File: src/rtl/ddr3_mem_pkg.sv
// Shared types, command encodings and default timings for the DDR3 command sequencer.
// Commands are {CS_N, RAS_N, CAS_N, WE_N}.
package ddr3_mem_pkg;

    typedef enum logic [3:0] {
        S_RST_HOLD,
        S_CKE_WAIT,
        S_XPR,
        S_MRS2,
        S_MRS3,
        S_MRS1,
        S_MRS0,
        S_ZQCL,
        S_IDLE,
        S_REF,
        S_ACT,
        S_RW,
        S_PRE
    } seq_state_t;

    typedef logic [3:0] cmd_t;

    localparam cmd_t CMD_DES  = 4'b1111;
    localparam cmd_t CMD_NOP  = 4'b0111;
    localparam cmd_t CMD_MRS  = 4'b0000;
    localparam cmd_t CMD_REF  = 4'b0001;
    localparam cmd_t CMD_PRE  = 4'b0010;
    localparam cmd_t CMD_ACT  = 4'b0011;
    localparam cmd_t CMD_WR   = 4'b0100;
    localparam cmd_t CMD_RD   = 4'b0101;
    localparam cmd_t CMD_ZQCL = 4'b0110;

    localparam int DEF_ROW_W    = 15;
    localparam int DEF_BA_W     = 3;
    localparam int DEF_COL_W    = 10;
    localparam int DEF_T_RESET  = 200;
    localparam int DEF_T_CKE    = 500;
    localparam int DEF_T_XPR    = 5;
    localparam int DEF_T_MRD    = 4;
    localparam int DEF_T_MOD    = 12;
    localparam int DEF_T_ZQINIT = 512;
    localparam int DEF_T_RCD    = 5;
    localparam int DEF_T_RW     = 8;
    localparam int DEF_T_RP     = 5;
    localparam int DEF_T_RFC    = 88;
    localparam int DEF_T_REFI   = 6240;

endpackage

File: src/rtl/ddr3_wait_timer.sv
// Loadable 32-bit down-counter that parks at zero; zero_o flags the final cycle of a wait.
module ddr3_wait_timer #(
    parameter logic [31:0] RESET_VAL = 32'd0
) (
    input  logic        clk,
    input  logic        rst_n,
    input  logic        load_i,
    input  logic [31:0] value_i,
    output logic        zero_o
);

    logic [31:0] count_q;

    always_ff @(posedge clk) begin
        if (!rst_n) begin
            count_q <= RESET_VAL;
        end else if (load_i) begin
            count_q <= value_i;
        end else if (count_q != 32'd0) begin
            count_q <= count_q - 32'd1;
        end
    end

    assign zero_o = (count_q == 32'd0);

endmodule

File: src/rtl/ddr3_cmd_sequencer.sv
// DDR3 power-up, periodic refresh and closed-page access sequencer.
// Each command state drives its command on its first cycle only and NOPs for the rest of its wait.
module ddr3_cmd_sequencer
    import ddr3_mem_pkg::*;
#(
    parameter int ROW_W    = DEF_ROW_W,
    parameter int BA_W     = DEF_BA_W,
    parameter int COL_W    = DEF_COL_W,
    parameter int T_RESET  = DEF_T_RESET,
    parameter int T_CKE    = DEF_T_CKE,
    parameter int T_XPR    = DEF_T_XPR,
    parameter int T_MRD    = DEF_T_MRD,
    parameter int T_MOD    = DEF_T_MOD,
    parameter int T_ZQINIT = DEF_T_ZQINIT,
    parameter int T_RCD    = DEF_T_RCD,
    parameter int T_RW     = DEF_T_RW,
    parameter int T_RP     = DEF_T_RP,
    parameter int T_RFC    = DEF_T_RFC,
    parameter int T_REFI   = DEF_T_REFI,
    parameter logic [ROW_W-1:0] MR0 = '0,
    parameter logic [ROW_W-1:0] MR1 = '0,
    parameter logic [ROW_W-1:0] MR2 = '0,
    parameter logic [ROW_W-1:0] MR3 = '0
) (
    input  logic                         cpu_clk,
    input  logic                         RESET_N,
    input  logic                         req_valid,
    input  logic                         req_we,
    input  logic [ROW_W+BA_W+COL_W-1:0]  req_addr,
    output logic                         req_ready,
    output logic                         req_done,
    output logic                         init_done,
    output logic                         ref_overrun,
    output logic                         mem_RESET_N,
    output logic                         CKE,
    output logic                         CS_N,
    output logic                         RAS_N,
    output logic                         CAS_N,
    output logic                         WE_N,
    output logic [BA_W-1:0]              BA,
    output logic [ROW_W-1:0]             ADDR
);

    localparam logic [ROW_W-1:0] ADDR_A10 = ROW_W'(1) << 10;

    seq_state_t       state_q, state_d;
    logic             first_q;
    logic [ROW_W-1:0] row_q;
    logic [BA_W-1:0]  bank_q;
    logic [COL_W-1:0] col_q;
    logic             we_q;
    logic             init_done_q, done_q, pending_q, overrun_q;

    logic        wait_zero, refi_zero, refi_expire, refresh_req;
    logic        accept, issue_ref, init_end;
    logic [31:0] wait_val;
    cmd_t        cmd;

    // The refresh timer only counts once init is complete, so its zero flag is gated here.
    assign refi_expire = init_done_q && refi_zero;
    assign refresh_req = pending_q || refi_expire;
    assign req_ready   = (state_q == S_IDLE) && !refresh_req;
    assign accept      = req_ready && req_valid;
    assign issue_ref   = (state_q == S_IDLE) && refresh_req;
    assign init_end    = (state_q == S_ZQCL) && wait_zero;

    always_comb begin
        state_d = state_q;
        case (state_q)
            S_RST_HOLD: if (wait_zero) state_d = S_CKE_WAIT;
            S_CKE_WAIT: if (wait_zero) state_d = S_XPR;
            S_XPR:      if (wait_zero) state_d = S_MRS2;
            S_MRS2:     if (wait_zero) state_d = S_MRS3;
            S_MRS3:     if (wait_zero) state_d = S_MRS1;
            S_MRS1:     if (wait_zero) state_d = S_MRS0;
            S_MRS0:     if (wait_zero) state_d = S_ZQCL;
            S_ZQCL:     if (wait_zero) state_d = S_IDLE;
            S_IDLE: begin
                if (refresh_req)    state_d = S_REF;
                else if (req_valid) state_d = S_ACT;
            end
            S_REF:      if (wait_zero) state_d = S_IDLE;
            S_ACT:      if (wait_zero) state_d = S_RW;
            S_RW:       if (wait_zero) state_d = S_PRE;
            S_PRE:      if (wait_zero) state_d = S_IDLE;
            default:    state_d = S_RST_HOLD;
        endcase
    end

    // The wait timer is loaded with the duration of the state being entered, minus one.
    always_comb begin
        wait_val = 32'd0;
        case (state_d)
            S_RST_HOLD: wait_val = 32'(T_RESET - 1);
            S_CKE_WAIT: wait_val = 32'(T_CKE - 1);
            S_XPR:      wait_val = 32'(T_XPR - 1);
            S_MRS2, S_MRS3, S_MRS1: wait_val = 32'(T_MRD - 1);
            S_MRS0:     wait_val = 32'(T_MOD - 1);
            S_ZQCL:     wait_val = 32'(T_ZQINIT - 1);
            S_REF:      wait_val = 32'(T_RFC - 1);
            S_ACT:      wait_val = 32'(T_RCD - 1);
            S_RW:       wait_val = 32'(T_RW - 1);
            S_PRE:      wait_val = 32'(T_RP - 1);
            default:    wait_val = 32'd0;
        endcase
    end

    ddr3_wait_timer #(
        .RESET_VAL(32'(T_RESET - 1))
    ) u_state_timer (
        .clk    (cpu_clk),
        .rst_n  (RESET_N),
        .load_i (state_d != state_q),
        .value_i(wait_val),
        .zero_o (wait_zero)
    );

    ddr3_wait_timer #(
        .RESET_VAL(32'd0)
    ) u_refi_timer (
        .clk    (cpu_clk),
        .rst_n  (RESET_N),
        .load_i (init_end || refi_expire),
        .value_i(32'(T_REFI - 1)),
        .zero_o (refi_zero)
    );

    always_ff @(posedge cpu_clk) begin
        if (!RESET_N) begin
            state_q     <= S_RST_HOLD;
            first_q     <= 1'b0;
            row_q       <= '0;
            bank_q      <= '0;
            col_q       <= '0;
            we_q        <= 1'b0;
            init_done_q <= 1'b0;
            done_q      <= 1'b0;
            pending_q   <= 1'b0;
            overrun_q   <= 1'b0;
        end else begin
            state_q <= state_d;
            first_q <= (state_d != state_q);
            done_q  <= (state_q == S_PRE) && wait_zero;
            if (init_end) init_done_q <= 1'b1;
            if (accept) begin
                row_q  <= req_addr[ROW_W+BA_W+COL_W-1 -: ROW_W];
                bank_q <= req_addr[BA_W+COL_W-1 -: BA_W];
                col_q  <= req_addr[COL_W-1:0];
                we_q   <= req_we;
            end
            // A fresh expiry in the same cycle as REF issue remains pending for the next one.
            if (issue_ref) pending_q <= pending_q && refi_expire;
            else           pending_q <= pending_q || refi_expire;
            if (refi_expire && pending_q) overrun_q <= 1'b1;
        end
    end

    always_comb begin
        cmd  = (state_q == S_RST_HOLD || state_q == S_CKE_WAIT) ? CMD_DES : CMD_NOP;
        BA   = '0;
        ADDR = '0;
        if (first_q) begin
            case (state_q)
                S_MRS2: begin cmd = CMD_MRS; BA = BA_W'(2); ADDR = MR2; end
                S_MRS3: begin cmd = CMD_MRS; BA = BA_W'(3); ADDR = MR3; end
                S_MRS1: begin cmd = CMD_MRS; BA = BA_W'(1); ADDR = MR1; end
                S_MRS0: begin cmd = CMD_MRS; BA = BA_W'(0); ADDR = MR0; end
                S_ZQCL: begin cmd = CMD_ZQCL; ADDR = ADDR_A10; end
                S_REF:  cmd = CMD_REF;
                S_ACT:  begin cmd = CMD_ACT; BA = bank_q; ADDR = row_q; end
                S_RW:   begin cmd = we_q ? CMD_WR : CMD_RD; BA = bank_q; ADDR = ROW_W'(col_q); end
                S_PRE:  begin cmd = CMD_PRE; BA = bank_q; end
                default: ;
            endcase
        end
    end

    assign {CS_N, RAS_N, CAS_N, WE_N} = cmd;
    assign mem_RESET_N = (state_q != S_RST_HOLD);
    assign CKE         = (state_q != S_RST_HOLD) && (state_q != S_CKE_WAIT);
    assign req_done    = done_q;
    assign init_done   = init_done_q;
    assign ref_overrun = overrun_q;

endmodule

File: config.mk
export PLATFORM = sky130hd
export DESIGN_NAME = ddr3_cmd_sequencer
export DESIGN_NICKNAME = d
export VERILOG_FILES = /design/src/rtl/ddr3_mem_pkg.sv /design/src/rtl/ddr3_wait_timer.sv /design/src/rtl/ddr3_cmd_sequencer.sv
export SDC_FILE = /design/constraint.sdc
export NUM_CORES = 1
export LEC_CHECK = 0
export ABC_AREA = 1
export CAP_MARGIN = 0
export CORE_UTILIZATION = 49
export DETAILED_ROUTE_END_ITERATION = 6
export MAX_ROUTING_LAYER = met4
export PLACE_DENSITY = 0.81
export SLEW_MARGIN = 25
export SYNTH_ARGS = -nofsm -noshare
export SYNTH_HDL_FRONTEND = slang
export SYNTH_SLANG_ARGS = --single-unit
File: constraint.sdc
create_clock -name cpu_clk -period 1.95 [get_ports cpu_clk]
set_input_delay 0.39 -clock cpu_clk [delete_from_list [all_inputs] [get_ports cpu_clk]]
set_output_delay 0.39 -clock cpu_clk [all_outputs]
set_load 0.05 [all_outputs]
==> metrics, run 1 <==
worst_ep kind=register input; Placed Instances=1182; distinct cell type count after synthesis=42; gr usage total=around 80%; clk root buf=clkbuf_16; Log Error=[ERROR GRT-0232] Routing congestion too high. Check the congestion heatmap in the GUI.; Placer Congestion=between 0.9 and 1; port bufs=between 50 and 60; Starting Density=50.6%; num rows=39; die height=roughly 110 um; Die X=111 um; CTS H-tree lvls=3; Synth Warn #=0; outcome=aborted with a tool error; Post-synth top flop=dfxtp_1; I/O pins=60; area share of the largest cell type after synthesis=between 30% and 40%; largest net degree at the start of global routing=59; Post-synth top cells=nand2_1 (161), nor2_1 (128), dfxtp_1 (102); Post-synth EDFFs=0; total CTS buffers=9; hold buffers post-CTS=0; total clock sinks=roughly 100; synth top area cells=dfxtp_1 (35%), nand2_1 (10%), nor2_1 (8.3%); post-synthesis sequential area ratio=35.2%; Mean Syn Cell Area=7.01 um^2; asr flop ratio synth=0%; synthesized area=between 5000 and 6000 um^2; Seq cells post-synth=102; stage reached=global routing (5_1_grt); Synth area leader=dfxtp_1; Synth Net Count=~860; cell count after synthesis=829; grt ovf=4; Clock Path Buffers=2; last worst endpoint in the global-route repair_timing=u_state_timer.count_q[12]$_SDFFE_PN0P_/D; DP HPWL=12500 um; count leader, synth=nand2_1
==> per-stage QoR <==
stage	worst slack (ns)	cell area [um^2]	utilization (%)
after CTS	-0.326	9250	80.6
after detailed placement	-0.204	8200	71.5
after floorplan	-0.148	5940	-
after global placement	-0.124	8200	71.5
==> routing by layer <==
layer  overflow  global-route usage (%)
met1          0                    80.9
met3          0                    63.3
met2          3                    93.1
met5          -                       -
met4          1                    78.1
==> cell families after synthesis <==
kind of cell,count (synthesis),synth area share (%)
AO/OA/AOI/OAI,111,10.3
XOR/XNOR,46,6.94
adder cells (fa/ha/maj),3,0.646
buffers and inverters,124,8.60
flip-flops,102,35.2
AND/OR/NAND/NOR,443,38.3
==> repair_timing <==
| action | 4_1_cts |
|---|---|
| gates resized for setup | 110 |
| cloned | 3 |
| endpoints found under the setup margin | 94 |
| pin swaps | 39 |
| setup buffers | 39 |
==> inputs of run 2 (changes only) <==
Settings changed: CORE_UTILIZATION 49 to 34, MAX_ROUTING_LAYER met4 to unset, PLACE_DENSITY 0.81 to unset, PLACE_DENSITY_LB_ADDON set to 0.15.
Clock period 1.95 ns to 2.54 ns, I/O delays scaled along.
==> run 2 against run 1 <==
Against the previous run:
- the run now ends clean
- synthesized cell count stayed put
- synthesized area stayed put
==> metrics, run 2 <==
area share of the largest cell type after synthesis=between 30% and 40%; share of layout cells above drive strength 1=around 18%; Worst VDD drop=0.387 mV; # Max-Cap Violations=0; final setup margin=approximately 0.12 ns; full die area=17600 um^2; initial antenna violation count=0; ant diodes=0; die height=133 um; Worst slew margin=between 60% and 70%; Int Power=about 3400 uW; area delta synth->final=26.7%; pwr/cell area=731 nW/um^2; Synth Warn #=0; synthesized area=roughly 5800 um^2; vias in the first global route=between 5000 and 6000; setup repair bufs after CTS=0; antenna viol nets, final=0; clk root buf=clkbuf_16; worst skew pair latency=0.35 ns; final WL=about 16000 um; Slew Viols, Final=0; commonest non-fill, non-tap cell in the layout=nand2_1; FF-to-FF Start=u_state_timer.count_q[20]; Hold Crit Class=reg2reg; Final period util=95.5%; Leakage=roughly 0.003 uW; Clock Path Buffers=2; Die X=133 um; outcome=complete, no violations; crit path from=state_q[1]; synth top area cells=dfxtp_1 (35%), nand2_1 (10%), nor2_1 (8.3%); CTS H-tree lvls=3; DRT Pass-1 Iters=4; post-synthesis sequential area ratio=a little over a third; Data arrival, critical path=about 1.9 ns; Slowest-stage cell, CP=dfxtp_2; I/O pins=60; distinct cell type count after synthesis=42; Post-synth EDFFs=0; port bufs=59; dpl cell area=~7000 um^2; global-route wire length before repair=about 26000 um; Reg-to-Reg End=u_state_timer.count_q[28]; total CTS buffers=9; Post-synth top cells=nand2_1 (161), nor2_1 (128), dfxtp_1 (102); max incr delay on CP=about 0.4 ns; grt ovf=0; Fill cells=1749; Clock Power Share=27.9%; grt met3 use=under 10%; # DRC=0; Logic pwr share=36.8%; r2r worst-path depth=12; commonest non-fill, non-tap cells in the layout=nand2_1 (161), nor2_1 (124), dfxtp_1 (99), inv_1 (84), a21oi_1 (47); sequential cell fraction of total power=a little over a third; cell count after synthesis=approximately 830; gr usage total=a little under a fifth; Seq cells post-synth=between 100 and 150; switching power=between 2000 and 2500 uW; clock slew at reported path FFs=0.07 ns; Synth Net Count=approximately 860; min-delay src=row_q[5]; post-route cell area=roughly 7400 um^2; hold buffers post-CTS=0; Mean Syn Cell Area=7.01 um^2; Starting Density=a little over a third; critical path required time=around 2 ns; CP Cell Sequence=inv_2 > nor2_1 > inv_1 > nor2_1 > buf_4 > nand2_1 > a21oi_1 > buf_12; Max Fclk=between 400 and 500 MHz; count leader, synth=nand2_1; Crit. End Element=primary output; Startpoint Class=flip-flop; Crit Path Category=reg2out; DP HPWL=11900 um; switch share=37.6%; min Tclk post-route=2.42 ns; largest net degree at the start of global routing=59; Final setup viols=0; initial DRC count=just over 300; post-placement worst setup slack=between 0.15 and 0.2 ns; CP max FO=12; final hold vios=0; num rows=47; total clock sinks=about 100; post-DR vias/cell=4.82; Reg2Reg Setup Slack=0.27 ns; Least-Margin Pin Slew=0.560 ns; CTS tree=built; Post-synth top flop=dfxtp_1; met2 usage=between 30% and 40%; asr flop ratio synth=0%; Setup TNS=0 ns; Largest regs=u_refi_timer.count_q x32, u_state_timer.count_q x32, row_q x15; Hold Path Stages=2; Synth area leader=dfxtp_1; # nets final=931; met1 Track Usage GR=between 20% and 30%; core area=16600 um^2; Hold Path End=row_q[5]; Placer Congestion=around 0.86; Vias=~5400; Most common cell on crit path=nor2_1; wire per inst=~14 um; Most Used Layer, Global Route=met2; Layout Skew=between 0.008 and 0.009 ns; RSZ-0062 raised after global routing=yes
-- run 2: cell counts after synthesis --
No cell type changed its count.
-- run 2: repair_timing --
action                                  in CTS  in global routing
endpoints found under the setup margin       2                 49
pin swaps                                    0                  1
gates resized for setup                      2                 20
-- run 2: cells by family after synthesis --
kind of cell	count (synthesis)	share of synthesized area, %
AO/OA/AOI/OAI	111	10.3
XOR/XNOR	46	6.94
adder cells (fa/ha/maj)	3	0.646
buffers and inverters	124	8.60
flip-flops	102	35.2
AND/OR/NAND/NOR	443	38.3
-- run 2: routing by layer --
metal,share of wire [%],vias up
met5,0,-
met4,1.5,0
met3,6.3,20
met2,46,106
met1,46,2440
li1,-,2828
-- run 2: how the worst max path moves through the flow --
stage,to,slack (ns),cells past startpoint
floorplan,ADDR[11],0.03,6
global placement,u_state_timer.count_q[12],0.23,14
detailed placement,u_state_timer.count_q[30],0.17,13
CTS,ADDR[11],0.01,7
global route,ADDR[4],-0.03,8
finish,ADDR[4],0.12,8
-- run 2: power groups by stage --
| stage | sequential [uW] | combinational (uW) | clock (uW) |
|---|---|---|---|
| global placement | 1930 | 1970 | 0 |
| floorplan | 1900 | 1480 | 0 |
| CTS | 1900 | 1980 | 1530 |
| detailed placement | 1930 | 1970 | 0 |
| finish | 1900 | 1980 | 1500 |
| global route | 1930 | 2270 | 1590 |
-- run 2: layout make-up --
cell class / instances / area (um^2) / area share, %
clock buffer: 10 / 229 / 3.11
clock inverter: 5 / 85.1 / 1.16
inverter: 96 / 360 / 4.90
multi-input combinational: 603 / 3330 / 45.3
sequential: 102 / 2050 / 27.8
tap: 220 / 275 / 3.74
timing repair buffer: 84 / 1030 / 14.0
-- run 2: worst max-delay path: cells and delay by family, from the launching register on --
| kind | cells | cell delay (ns) |
|---|---|---|
| buffers and inverters | 4 | 0.58 |
| DFF | 1 | 0.39 |
| AOI/OAI and AO/OA | 1 | 0.24 |
| and+or+nand+nor | 3 | 0.34 |
-- run 2: stage by stage --
| stage | util (%) | std cells | hold WS, ns | power [uW] |
|---|---|---|---|---|
| final | 44.2 | 1120 | 0.445 | 5380 |
| after global routing | 44.2 | 1120 | 0.465 | 5790 |
| after CTS | 43.8 | 1120 | 0.447 | 5410 |
| after detailed placement | 41.9 | 1105 | 0.435 | 3900 |
| after global placement | 41.9 | 1105 | 0.433 | 3900 |
| after floorplan | - | 829 | 0.423 | 3380 |
Power figures use the tool's default switching activity.
==> inputs of run 3 (changes only) <==
Settings changed: CORE_UTILIZATION 34 to 60, DONT_BUFFER_PORTS set to 1, RECOVER_POWER set to 100.
==> run 3 against run 2 <==
Against the previous run:
- die area is 43% lower
- non-clock buffer count is 40 lower
- flip-flop and latch count stayed put
- wire length is 11% lower
==> metrics, run 3 (synthesis gave the netlist of run 2 again) <==
CTS H-tree lvls=3; total clock sinks=between 100 and 150; post-placement worst setup slack=roughly 0.012 ns; RSZ-0062 raised after global routing=no; Crit. End Element=primary output; Setup TNS=0 ns; wire per inst=14.1 um; CTS tree=built; die height=about 100 um; DP HPWL=just over 10000 um; Slew Viols, Final=0; # Max-Cap Violations=0; Startpoint Class=flip-flop; core area=9330 um^2; outcome=complete, no violations; gr usage total=28.8%; Worst VDD drop=0.396 mV; commonest non-fill, non-tap cell in the layout=nand2_1; Final period util=95.4%; Leakage=between 0.002 and 0.003 uW; # nets final=between 800 and 900; DRT Pass-1 Iters=5; Placed Instances=around 970; pwr/cell area=around 760 nW/um^2; final hold vios=0; Final Core Density=67.2%; clk root buf=clkbuf_8; FF-to-FF Start=u_state_timer.count_q[0]; Worst slew margin=65.2%; Hold Crit Class=in2reg; grt ovf=0; r2r worst-path depth=15; total power=between 4000 and 5000 uW; CP max FO=12; worst skew pair latency=between 0.3 and 0.4 ns; Hold Path Stages=1; full die area=10100 um^2; Reg-to-Reg End=u_state_timer.count_q[5]; final setup margin=roughly 0.12 ns; hold buffers post-CTS=0; initial DRC count=291; Least-Margin Pin Slew=0.517 ns; min-delay src=RESET_N; Post-Layout Cell Count=990; Final setup viols=0; share of layout cells above drive strength 1=roughly 15%; area delta synth->final=7.97%; I/O pins=60; # DRC=0; Starting Density=between 60 and 70%; antenna viol nets, final=0; Max Fclk=between 400 and 500 MHz; initial antenna violation count=0; Data arrival, critical path=1.91 ns; Layout Skew=approximately 0.0089 ns; final WL=~14000 um; largest net degree at the start of global routing=59; clock slew at reported path FFs=approximately 0.1 ns; Hold Path End=u_state_timer.count_q[2]; ant diodes=0; port bufs=0; commonest non-fill, non-tap cells in the layout=nand2_1 (161), nor2_1 (122), dfxtp_1 (102), inv_1 (85), a21oi_1 (55); Largest regs=u_refi_timer.count_q x32, u_state_timer.count_q x32, row_q x15; Clock Path Buffers=2; total CTS buffers=9; critical path required time=roughly 2 ns; num rows=35; Vias=about 5400; vias in the first global route=5004; min Tclk post-route=2.42 ns; post-DR vias/cell=5.46; Placer Congestion=0.965; Crit Path Category=reg2out; Die X=between 100 and 150 um; Reg2Reg Setup Slack=0.17 ns; global-route wire length before repair=~23000 um
==> run 3: critical path, cell delays in order (launching register included) <==
cell	delay, ns
dfxtp_1	0.53
nand2_1	0.20
nor2_1	0.14
buf_4	0.20
nand2_1	0.07
a21oi_1	0.17
buf_4	0.22
==> run 3: report_power, final <==
group          internal [uW]  switching (uW)
Sequential              1760             148
Clock                    370             584
Combinational            665            1230
Total                   2790            1960
==> run 3: repair_timing <==
| action | CTS | global route |
|---|---|---|
| gates resized for setup | 2 | 10 |
| buffers inserted | 0 | 5 |
| setup endpoints to repair | 10 | 49 |
| gates cloned | 0 | 0 |
| pin swaps | 0 | 2 |
==> run 3: per-stage QoR <==
stage / instance area, um^2 / hold WS [ns]
3_3_place_gp: 6170 / 0.431
4_1_cts: 6350 / 0.182
6_report: 6270 / 0.203
3_5_place_dp: 6170 / 0.435
2_1_floorplan: 5810 / 0.423
5_1_grt: 6270 / 0.180
==> run 3: layout make-up <==
cell class / instances / area [um^2]
Sequential cell: 102 / 2040
Clock buffer: 11 / 131
Tap cell: 129 / 161
Timing Repair Buffer: 44 / 308
Clock inverter: 5 / 45.0
Fill cell: 880 / 3060
Multi-Input combinational cell: 603 / 3220
Inverter: 96 / 360
==> run 3: worst max-delay path by stage <==
stage                     cells after the start                         to                      from  slack (ns)
final                                         6                    ADDR[3]                state_q[0]        0.12
after global routing                          7                       WE_N                state_q[2]       0.007
after CTS                                     7                      CAS_N                state_q[0]        0.06
after detailed placement                     13  u_state_timer.count_q[17]  u_state_timer.count_q[0]        0.01
after global placement                       13  u_state_timer.count_q[23]  u_state_timer.count_q[0]        0.23
after floorplan                               6                   ADDR[11]                state_q[1]        0.03
==> run 3: routing by layer <==
| metal | GRT usage (%) | up-vias | wire length (um) |
|---|---|---|---|
| li1 | - | 2753 | - |
| met1 | 39.0 | 2487 | 6380 |
| met5 | 0 | - | 0 |
| met2 | 46.6 | 148 | 6540 |
| met3 | 6.62 | 18 | 796 |
| met4 | 7.02 | 0 | 199 |
